$ cat src/rtl/tpu_job_sequencer_if.sv
// Stream-in, stream-out and TPU bus bundle for the job sequencer.
// master = sequencer side (TPU bus master, input-stream sink, output-stream source).
interface tpu_job_sequencer_if #(
    parameter int DATAW = 64,
    parameter int ADDRW = 16
);
    logic             in_valid;
    logic             in_ready;
    logic [DATAW-1:0] in_data;
    logic             out_valid;
    logic             out_ready;
    logic [DATAW-1:0] out_data;
    logic             tpu_r_w;
    logic [ADDRW-1:0] tpu_addr;
    logic [DATAW-1:0] tpu_dataIn;
    logic [DATAW-1:0] tpu_dataOut;

    modport master (
        input  in_valid, in_data, out_ready, tpu_dataOut,
        output in_ready, out_valid, out_data, tpu_r_w, tpu_addr, tpu_dataIn
    );

    modport slave (
        output in_valid, in_data, out_ready, tpu_dataOut,
        input  in_ready, out_valid, out_data, tpu_r_w, tpu_addr, tpu_dataIn
    );
endinterface

$ cat src/rtl/tpu_job_sequencer.sv
// Runs one TPU matmul job: load A/B/(C), issue MatMul, wait, stream C out; 58 cycles unstalled.
// Input stalls hold the load index; out_ready=0 holds the read address and data stable.
module tpu_job_sequencer #(
    parameter int DIM         = 8,
    parameter int DATAW       = 64,
    parameter int ADDRW       = 16,
    parameter int WAIT_CYCLES = 24
) (
    input  logic                clk,
    input  logic                rst_n,
    input  logic                i_start,
    input  logic                i_load_c,
    input  logic                i_abort,
    output logic                o_busy,
    output logic                o_done,
    tpu_job_sequencer_if.master bus
);
    localparam int WCW = $clog2(WAIT_CYCLES + 1);

    localparam logic [ADDRW-1:0] BASE_A = ADDRW'(16'h0100);
    localparam logic [ADDRW-1:0] BASE_B = ADDRW'(16'h0200);
    localparam logic [ADDRW-1:0] BASE_C = ADDRW'(16'h0300);
    localparam logic [ADDRW-1:0] CMD_MM = ADDRW'(16'h0400);

    typedef enum logic [2:0] {
        S_IDLE, S_LOAD_A, S_LOAD_B, S_LOAD_C, S_MATMUL, S_WAIT, S_READ_C, S_DONE
    } state_t;

    state_t           r_state;
    state_t           w_next;
    logic [3:0]       r_idx;
    logic             r_load_c;
    logic [WCW-1:0]   r_wcnt;

    logic             w_loading;
    logic             w_in_xfer;
    logic             w_out_xfer;
    logic             w_idx_last;
    logic             w_wait_last;
    logic [ADDRW-1:0] w_off;

    assign w_loading   = (r_state == S_LOAD_A) || (r_state == S_LOAD_B) || (r_state == S_LOAD_C);
    assign w_in_xfer   = w_loading && bus.in_valid && !i_abort;
    assign w_out_xfer  = (r_state == S_READ_C) && bus.out_ready && !i_abort;
    // C is two words per row, so its load and readback run twice as long as A/B.
    assign w_idx_last  = ((r_state == S_LOAD_C) || (r_state == S_READ_C)) ?
                         (r_idx == 4'(2*DIM - 1)) : (r_idx == 4'(DIM - 1));
    assign w_wait_last = (r_wcnt == WCW'(WAIT_CYCLES - 1));
    assign w_off       = ADDRW'({r_idx, 3'b000});

    assign bus.tpu_dataIn = bus.in_data;
    assign bus.out_data   = bus.tpu_dataOut;

    always_ff @(posedge clk or negedge rst_n) begin
        if (!rst_n) begin
            r_state <= S_IDLE;
        end else begin
            r_state <= w_next;
        end
    end

    always_comb begin
        w_next = r_state;
        case (r_state)
            S_IDLE:   if (i_start) w_next = S_LOAD_A;
            S_LOAD_A: if (w_in_xfer && w_idx_last) w_next = S_LOAD_B;
            S_LOAD_B: if (w_in_xfer && w_idx_last) w_next = r_load_c ? S_LOAD_C : S_MATMUL;
            S_LOAD_C: if (w_in_xfer && w_idx_last) w_next = S_MATMUL;
            S_MATMUL: w_next = S_WAIT;
            S_WAIT:   if (w_wait_last) w_next = S_READ_C;
            S_READ_C: if (w_out_xfer && w_idx_last) w_next = S_DONE;
            S_DONE:   w_next = S_IDLE;
            default:  w_next = S_IDLE;
        endcase
        if (i_abort) w_next = S_IDLE;
    end

    always_comb begin
        o_busy        = (r_state != S_IDLE);
        o_done        = (r_state == S_DONE) && !i_abort;
        bus.in_ready  = w_loading && !i_abort;
        bus.out_valid = (r_state == S_READ_C) && !i_abort;
        bus.tpu_r_w   = 1'b0;
        bus.tpu_addr  = '0;
        case (r_state)
            S_LOAD_A: if (w_in_xfer) begin bus.tpu_r_w = 1'b1; bus.tpu_addr = BASE_A + w_off; end
            S_LOAD_B: if (w_in_xfer) begin bus.tpu_r_w = 1'b1; bus.tpu_addr = BASE_B + w_off; end
            S_LOAD_C: if (w_in_xfer) begin bus.tpu_r_w = 1'b1; bus.tpu_addr = BASE_C + w_off; end
            S_MATMUL: if (!i_abort)  begin bus.tpu_r_w = 1'b1; bus.tpu_addr = CMD_MM; end
            S_READ_C: if (!i_abort)  bus.tpu_addr = BASE_C + w_off;
            default:  bus.tpu_addr = '0;
        endcase
    end

    // Index restarts on every state entry; the wait counter only runs inside WAIT.
    always_ff @(posedge clk or negedge rst_n) begin
        if (!rst_n) begin
            r_idx    <= '0;
            r_load_c <= 1'b0;
            r_wcnt   <= '0;
        end else begin
            if (w_next != r_state) begin
                r_idx <= '0;
            end else if (w_in_xfer || w_out_xfer) begin
                r_idx <= r_idx + 4'd1;
            end
            if ((r_state == S_IDLE) && i_start && !i_abort) begin
                r_load_c <= i_load_c;
            end
            if (r_state == S_WAIT) begin
                r_wcnt <= r_wcnt + WCW'(1);
            end else begin
                r_wcnt <= '0;
            end
        end
    end
endmodule
$ cat src/flat_wrapper.sv
// flat-port wrapper written by rule: the top's interface ports become plain ports
module tpu_job_sequencer_flat 
#(
    parameter int DIM         = 8,
    parameter int DATAW       = 64,
    parameter int ADDRW       = 16,
    parameter int WAIT_CYCLES = 24
)
  (clk, rst_n, i_start, i_load_c, i_abort, o_busy, o_done, bus_in_valid, bus_in_data, bus_out_ready, bus_tpu_dataOut, bus_in_ready, bus_out_valid, bus_out_data, bus_tpu_r_w, bus_tpu_addr, bus_tpu_dataIn);
  tpu_job_sequencer_if #(.DATAW(DATAW), .ADDRW(ADDRW)) bus_i ();
  input  logic clk;
  input  logic rst_n;
  input  logic i_start;
  input  logic i_load_c;
  input  logic i_abort;
  output logic o_busy;
  output logic o_done;
  input wire logic [$bits(bus_i.in_valid)-1:0] bus_in_valid;
  input wire logic [$bits(bus_i.in_data)-1:0] bus_in_data;
  input wire logic [$bits(bus_i.out_ready)-1:0] bus_out_ready;
  input wire logic [$bits(bus_i.tpu_dataOut)-1:0] bus_tpu_dataOut;
  output wire logic [$bits(bus_i.in_ready)-1:0] bus_in_ready;
  output wire logic [$bits(bus_i.out_valid)-1:0] bus_out_valid;
  output wire logic [$bits(bus_i.out_data)-1:0] bus_out_data;
  output wire logic [$bits(bus_i.tpu_r_w)-1:0] bus_tpu_r_w;
  output wire logic [$bits(bus_i.tpu_addr)-1:0] bus_tpu_addr;
  output wire logic [$bits(bus_i.tpu_dataIn)-1:0] bus_tpu_dataIn;
  assign bus_i.in_valid = bus_in_valid;
  assign bus_i.in_data = bus_in_data;
  assign bus_i.out_ready = bus_out_ready;
  assign bus_i.tpu_dataOut = bus_tpu_dataOut;
  assign bus_in_ready = bus_i.in_ready;
  assign bus_out_valid = bus_i.out_valid;
  assign bus_out_data = bus_i.out_data;
  assign bus_tpu_r_w = bus_i.tpu_r_w;
  assign bus_tpu_addr = bus_i.tpu_addr;
  assign bus_tpu_dataIn = bus_i.tpu_dataIn;
  tpu_job_sequencer #(.DIM(DIM), .DATAW(DATAW), .ADDRW(ADDRW), .WAIT_CYCLES(WAIT_CYCLES)) u_core (.clk(clk), .rst_n(rst_n), .i_start(i_start), .i_load_c(i_load_c), .i_abort(i_abort), .o_busy(o_busy), .o_done(o_done), .bus(bus_i));
endmodule
$ cat config.mk
export PLATFORM = sky130hd
export DESIGN_NAME = tpu_job_sequencer_flat
export DESIGN_NICKNAME = d
export VERILOG_FILES = /design/src/rtl/tpu_job_sequencer_if.sv /design/src/rtl/tpu_job_sequencer.sv /design/src/flat_wrapper.sv
export SDC_FILE = /design/constraint.sdc
export NUM_CORES = 1
export LEC_CHECK = 0
export CORE_AREA = 2 2 110 112
export CTS_CLUSTER_DIAMETER = 60
export CTS_CLUSTER_SIZE = 14
export DETAILED_ROUTE_END_ITERATION = 10
export DIE_AREA = 0 0 112 114
export PLACE_DENSITY_LB_ADDON = 0.12
export SETUP_SLACK_MARGIN = 0.4
export SLEW_MARGIN = 10
export SYNTH_ARGS = -nofsm -noshare
export SYNTH_HDL_FRONTEND = slang
export SYNTH_SLANG_ARGS = --single-unit
$ cat constraint.sdc
create_clock -name clk -period 1.8 [get_ports clk]
set_clock_uncertainty 0.15 [all_clocks]
set_input_delay 0.27 -clock clk [delete_from_list [all_inputs] [get_ports clk]]
set_output_delay 0.27 -clock clk [all_outputs]
set_load 0.1 [all_outputs]
* Yosys cells after proc, flatten, opt, wreduce, memory -nomap -nowiden
Index checks and enable logic that the tools add are counted.
** Storage, ports and cells
- Register bits after elaboration :: 13
- Bits of input ports :: 135
- Output and inout bits :: 149
- Logic and storage cells :: 62
** Operators by class
- Add/sub/neg operators :: 5
- Equality and inequality tests :: 11
- Multiplexer cells :: 22
- Reduce and logical (&&, ||, !) cells :: 20
** Operator list (count)
- 16-bit one-hot mux with 5 select lines :: 1
- 16-bit two-way mux :: 4
- 3-bit two-way mux :: 8
- 3-bit one-hot mux with 8 select lines :: 1
- 10-bit by 7-bit adder with 11-bit output, first input constant :: 2
- 3-bit equality test, second input constant :: 4
- 1-bit logical AND :: 11
- 11-bit two-way mux :: 1
- 9-bit by 7-bit adder with 10-bit output, first input constant :: 1
- 4-bit two-way mux :: 2
- 3-bit by 2-bit equality test with 1-bit output, second input constant :: 2
- 5-bit by 1-bit adder with 5-bit output, second input constant :: 1
- 5-bit equality test, second input constant :: 1
- 5-bit two-way mux :: 1
- 4-bit by 1-bit adder with 4-bit output, second input constant :: 1
- 4-bit by 3-bit equality test with 1-bit output, second input constant :: 1
- 4-bit equality test, second input constant :: 1
- 1-bit logical OR :: 4
- 3-bit by 1-bit equality test with 1-bit output, second input constant :: 1
- 3-bit zero test :: 1
- 1-bit two-way mux :: 3
- 3-bit inequality test :: 1
- 3-bit nonzero test :: 1
- 3-bit OR reduction :: 1
- 3 further kinds :: 3

* Longest topological paths before layout
- Depth in word-level cells :: 11
- Depth in mapped cells :: 6
- Gate-level depth less buffers :: 5

* Least setup slack after synthesis
OpenSTA, ideal clock, no wires.
- Kind :: reg2out
- Start point :: reg u_core.r_state[2]
- End point :: out bus_tpu_addr[9]
- Data arrival time :: 3.053 ns
- Required time :: 1.380 ns
- Path slack :: -1.673 ns
- Cell stages (with the launch flop) :: 5
- Path buffers :: 2
- Cells stage by stage :: dfrtp_1 buf_6 buf_2 o21ai_0 nor3b_1
** Between the ends
- Cells in the longest elaborated chain, start to end :: 7
- Elaborated cells between the ends (all ways) :: 13
- Classes of those cells :: 5 x eq/ne; 4 x mux; 4 x reduce/logical
** Ends and longest elaborated chain
- from (decl) :: RTL line tpu_job_sequencer.sv:29 : state_t r_state;
- from (signal assigned) :: RTL line tpu_job_sequencer.sv:58 : r_state <= w_next;
- 3-bit by 1-bit equality test with 1-bit output / 3-bit by 2-bit equality test with 1-bit output (equally long branches) :: RTL line tpu_job_sequencer.sv:42, tpu_job_sequencer.sv:85
- 1-bit logical OR (2 in a row) :: RTL line tpu_job_sequencer.sv:42 : assign w_loading = (r_state == S_LOAD_A) || (r_state == S_LOAD_B) || (r_state == S_LOAD_C);
- 1-bit logical AND (2 in a row) :: RTL line tpu_job_sequencer.sv:43 : assign w_in_xfer = w_loading && bus.in_valid && !i_abort;
- 16-bit two-way mux, on equally long branches :: RTL line tpu_job_sequencer.sv:88, tpu_job_sequencer.sv:86, tpu_job_sequencer.sv:87
- 16-bit one-hot mux with 5 select lines * :: RTL line tpu_job_sequencer.sv:85 : case (r_state)
- to (decl) :: RTL line flat_wrapper.sv:26 : output wire logic [$bits(bus_i.tpu_addr)-1:0] bus_tpu_addr;
Every way passes the cells marked *; elsewhere a longest branch is shown, timed or not.

* Worst setup path in the final report
Ends and elaborated chain as after synthesis.

==> results.sh <==
export IMPL_status="finished with violations"
export IMPL_violations="negative setup slack"
export IMPL_hold_viol_final=0
export IMPL_synth_compound_area_share_pct=9.207
export IMPL_syn_cell_area_um2=2066
export IMPL_synthMuxAreaShare_pct=1.030
export IMPL_die_y_um=114
export IMPL_synthTopCellsByArea="buf_4 (50%), dfrtp_1 (16%), nor2_1 (2.4%)"
export IMPL_areaGrowthSynthToFinish_pct=20.65
export IMPL_synth_top_family_by_area="buffers and inverters"
export IMPL_crit_required_ns=1.38
export IMPL_cts_buffers=3
export IMPL_clk_path_buf_depth=2
export IMPL_syn_avg_cell_area_um2=7.915
export IMPL_vias_per_cell=3.898
export IMPL_synth_yosys_seq_area_share_pct=15.75
export IMPL_synth_seq_cells=13
export IMPL_fmax_mhz=513.2
export IMPL_rsz0062_at_grt="true"
export IMPL_final_period_utilization_pct=108.2
export IMPL_worstPathArrival_ns=1.53
export IMPL_grt_usage_pct=7.548
export IMPL_maxCapViolCount=0
export IMPL_grt_start_max_net_pins=14
export IMPL_synth_cells=261
export IMPL_numPortBuffers=18
export IMPL_route_detailed_drc=0
export IMPL_cp_start_kind="flop"
export IMPL_ios=284
export IMPL_die_w_um=112
export IMPL_finalWorstPathRequiredPeriod_ns=1.948
export IMPL_finalWirelength_um=4912
export IMPL_synth_cell_types=43
export IMPL_fin_nets=344
export IMPL_cp_max_fo=6
export IMPL_yosys_area_top_type_share_pct=49.79
export IMPL_fin_ws_ns=-0.1484
export IMPL_htreeDepth=1
export IMPL_end_kind="output port"
export IMPL_gp_congestion=0.7586
export IMPL_core_um2=11710
export IMPL_first_iter_violations=21
export IMPL_synthAdderAreaFrac_pct=1.211
export IMPL_core_rowCount=40
export IMPL_tns_ns=-1.547
export IMPL_final_util_pct=21.28
export IMPL_cts_tree="built"
export IMPL_firstDrtPassIters=4
export IMPL_overflow=0
export IMPL_antenna_found_initial=0
export IMPL_critPathLaunch="u_core.r_state[2]"
export IMPL_dieArea_um2=12770
export IMPL_fill_cells=1301
export IMPL_hpwl_um=3751
export IMPL_synth_simple_area_share_pct=16.17
export IMPL_synth_xor_xnor_area_share_pct=2.968
export IMPL_yosys_area_top_type="buf_4"
export IMPL_crit_type="flop to output port"
export IMPL_hp_class="primary input to async pin"
export IMPL_num_vias=1376
export IMPL_peakVddDrop_mv=0.1944
export IMPL_grt_pass1_vias=1433
export IMPL_post_drt_wl_per_cell_um=13.92
export IMPL_yosysWarnings=0
export IMPL_reg2reg_from="u_core.r_state[2]"
export IMPL_grt_pass1_wl_um=7755
export IMPL_final_setup_viol_count=15
export IMPL_clk_insertion_delay_late_ns=0.24
export IMPL_ant_nets=0
export IMPL_drive_gt1_share_pct=63.59
export IMPL_clock_sinks=13
export IMPL_antenna_cells=0
export IMPL_holdWs_ns=0.2048
export IMPL_finalMaxSlewViolations=0
export IMPL_p_leak_nw=0.9890
export IMPL_initial_utilization_pct=17.64
export IMPL_p_per_area_nw_per_um2=452.3
export IMPL_clk_pin_slew_ns=0.05
export IMPL_cts_root_buf="clkbuf_16"
[synthesized netlist by cell type, drive strengths merged]
cell and number:
a2111oi 1, a211o 1, a211oi 1, a21o 1, a21oi 5, a221oi 1, a311oi 3, a31oi 3
a41o 1, and2 6, and3b 1, buf 145, clkbuf 3, conb 1, dfrtp 13, ha 2
inv 5, mux2 1, mux2i 1, nand2 6, nand2b 1, nand3 7, nand3b 4, nand4b 2
nor2 13, nor2b 2, nor3 5, nor3b 3, nor4 4, nor4b 1, o2111ai 3, o211a 1
o211ai 2, o21ai 1, o22ai 1, or2 1, or3 2, xnor2 5, xor2 2
[report_power, final]
group	switching (W)	internal, W
clock network	0.000128	0.000299
registers	0.0000178	0.000301
logic	0.000239	0.000142
[flip-flops by register name, indices dropped and copies added (netlist names)]
| register | cells |
|---|---|
| u_core.r_state | 3 |
| u_core.r_load_c | 1 |
| u_core.r_idx | 4 |
| u_core.r_wcnt | 5 |
[cell type report]
cell class	instances	area [µm²]	share of cell area, %
flip-flops and latches	13	327.8	13.15
repair buffers	81	858.3	34.44
well taps	147	183.9	7.380
inverters	5	21.27	0.8534
clock buffers	4	78.83	3.163
multi-input cells	103	1022	41.01
[critical path, stage by stage (launching register included)]
cell	delay, ns
dfrtp_1	0.41
buf_12	0.16
nand2_4	0.08
o21ai_4	0.06
buf_6	0.12
nor3b_4	0.24
buf_12	0.21
[cell usage in the layout (no fill, tap or decap), types with 3 or more instances in the layout]
| cell type | netlist | final |
|---|---|---|
| clkbuf_16 | 0 | 3 |
| conb_1 | 1 | 9 |
| buf_12 | 0 | 13 |
| buf_4 | 137 | 45 |
| dfrtp_1 | 13 | 11 |
| and2_4 | 0 | 5 |
| nor4_2 | 0 | 3 |
| a21oi_1 | 5 | 3 |
| nor2_1 | 13 | 3 |
| inv_1 | 5 | 3 |
| nor3_4 | 0 | 3 |
| nand2_1 | 6 | 3 |
| buf_6 | 1 | 14 |
| nor2_2 | 0 | 4 |
| buf_8 | 0 | 3 |
| clkdlybuf4s50_1 | 0 | 4 |
| nor2_4 | 0 | 6 |
| nand3b_1 | 4 | 4 |
| xnor2_1 | 5 | 5 |
| nand3_1 | 7 | 4 |
[worst paths after layout]
path	slack, ns	end	depth (start not counted)
min reg2reg	0.32	u_core.r_wcnt[0]	1
min in group clk	0.32	u_core.r_wcnt[0]	1
max reg2reg	-0.11	u_core.r_idx[2]	8
max	-0.15	bus_tpu_addr[9]	6
min	0.20	u_core.r_wcnt[3]	2
max in group asynchronous	1.10	u_core.r_state[0]	2
[repair_timing]
item	CTS	global route
pin swaps	17	24
gates cloned	0	0
buffers inserted	10	9
hold buffers	0	0
setup endpoints to repair	25	24
gates resized for setup	35	39
[cells by family (layout without fill, tap and decap cells)]
logic type      Yosys count  after routing
xor+xnor                  7              7
simple gates             58             58
compound gates           25             25
buf+inv                 153             90
other cells               1              9
mux                       2              2
flops                    13             13
fa+ha+maj                 2              2
[through the flow]
stage               setup WS, ns  total power (W)  area, µm²  instances
floorplan                -0.2377         0.001874       2238        269
global placement         -0.4001        0.0006357       1954        330
detailed placement       -0.3318        0.0006298       1954        330
CTS                      -0.1988         0.001122       2246        344
global route             -0.2020         0.001189       2492        353
finish                   -0.1484         0.001127       2492        353
[per-layer routing]
layer  GRT usage, %  routed length (µm)
met1          8.646                1957
met2          12.48                2387
met3          2.869                 377
met4          3.577                 190
met5              0                   0
Power figures use the tool's default switching activity.
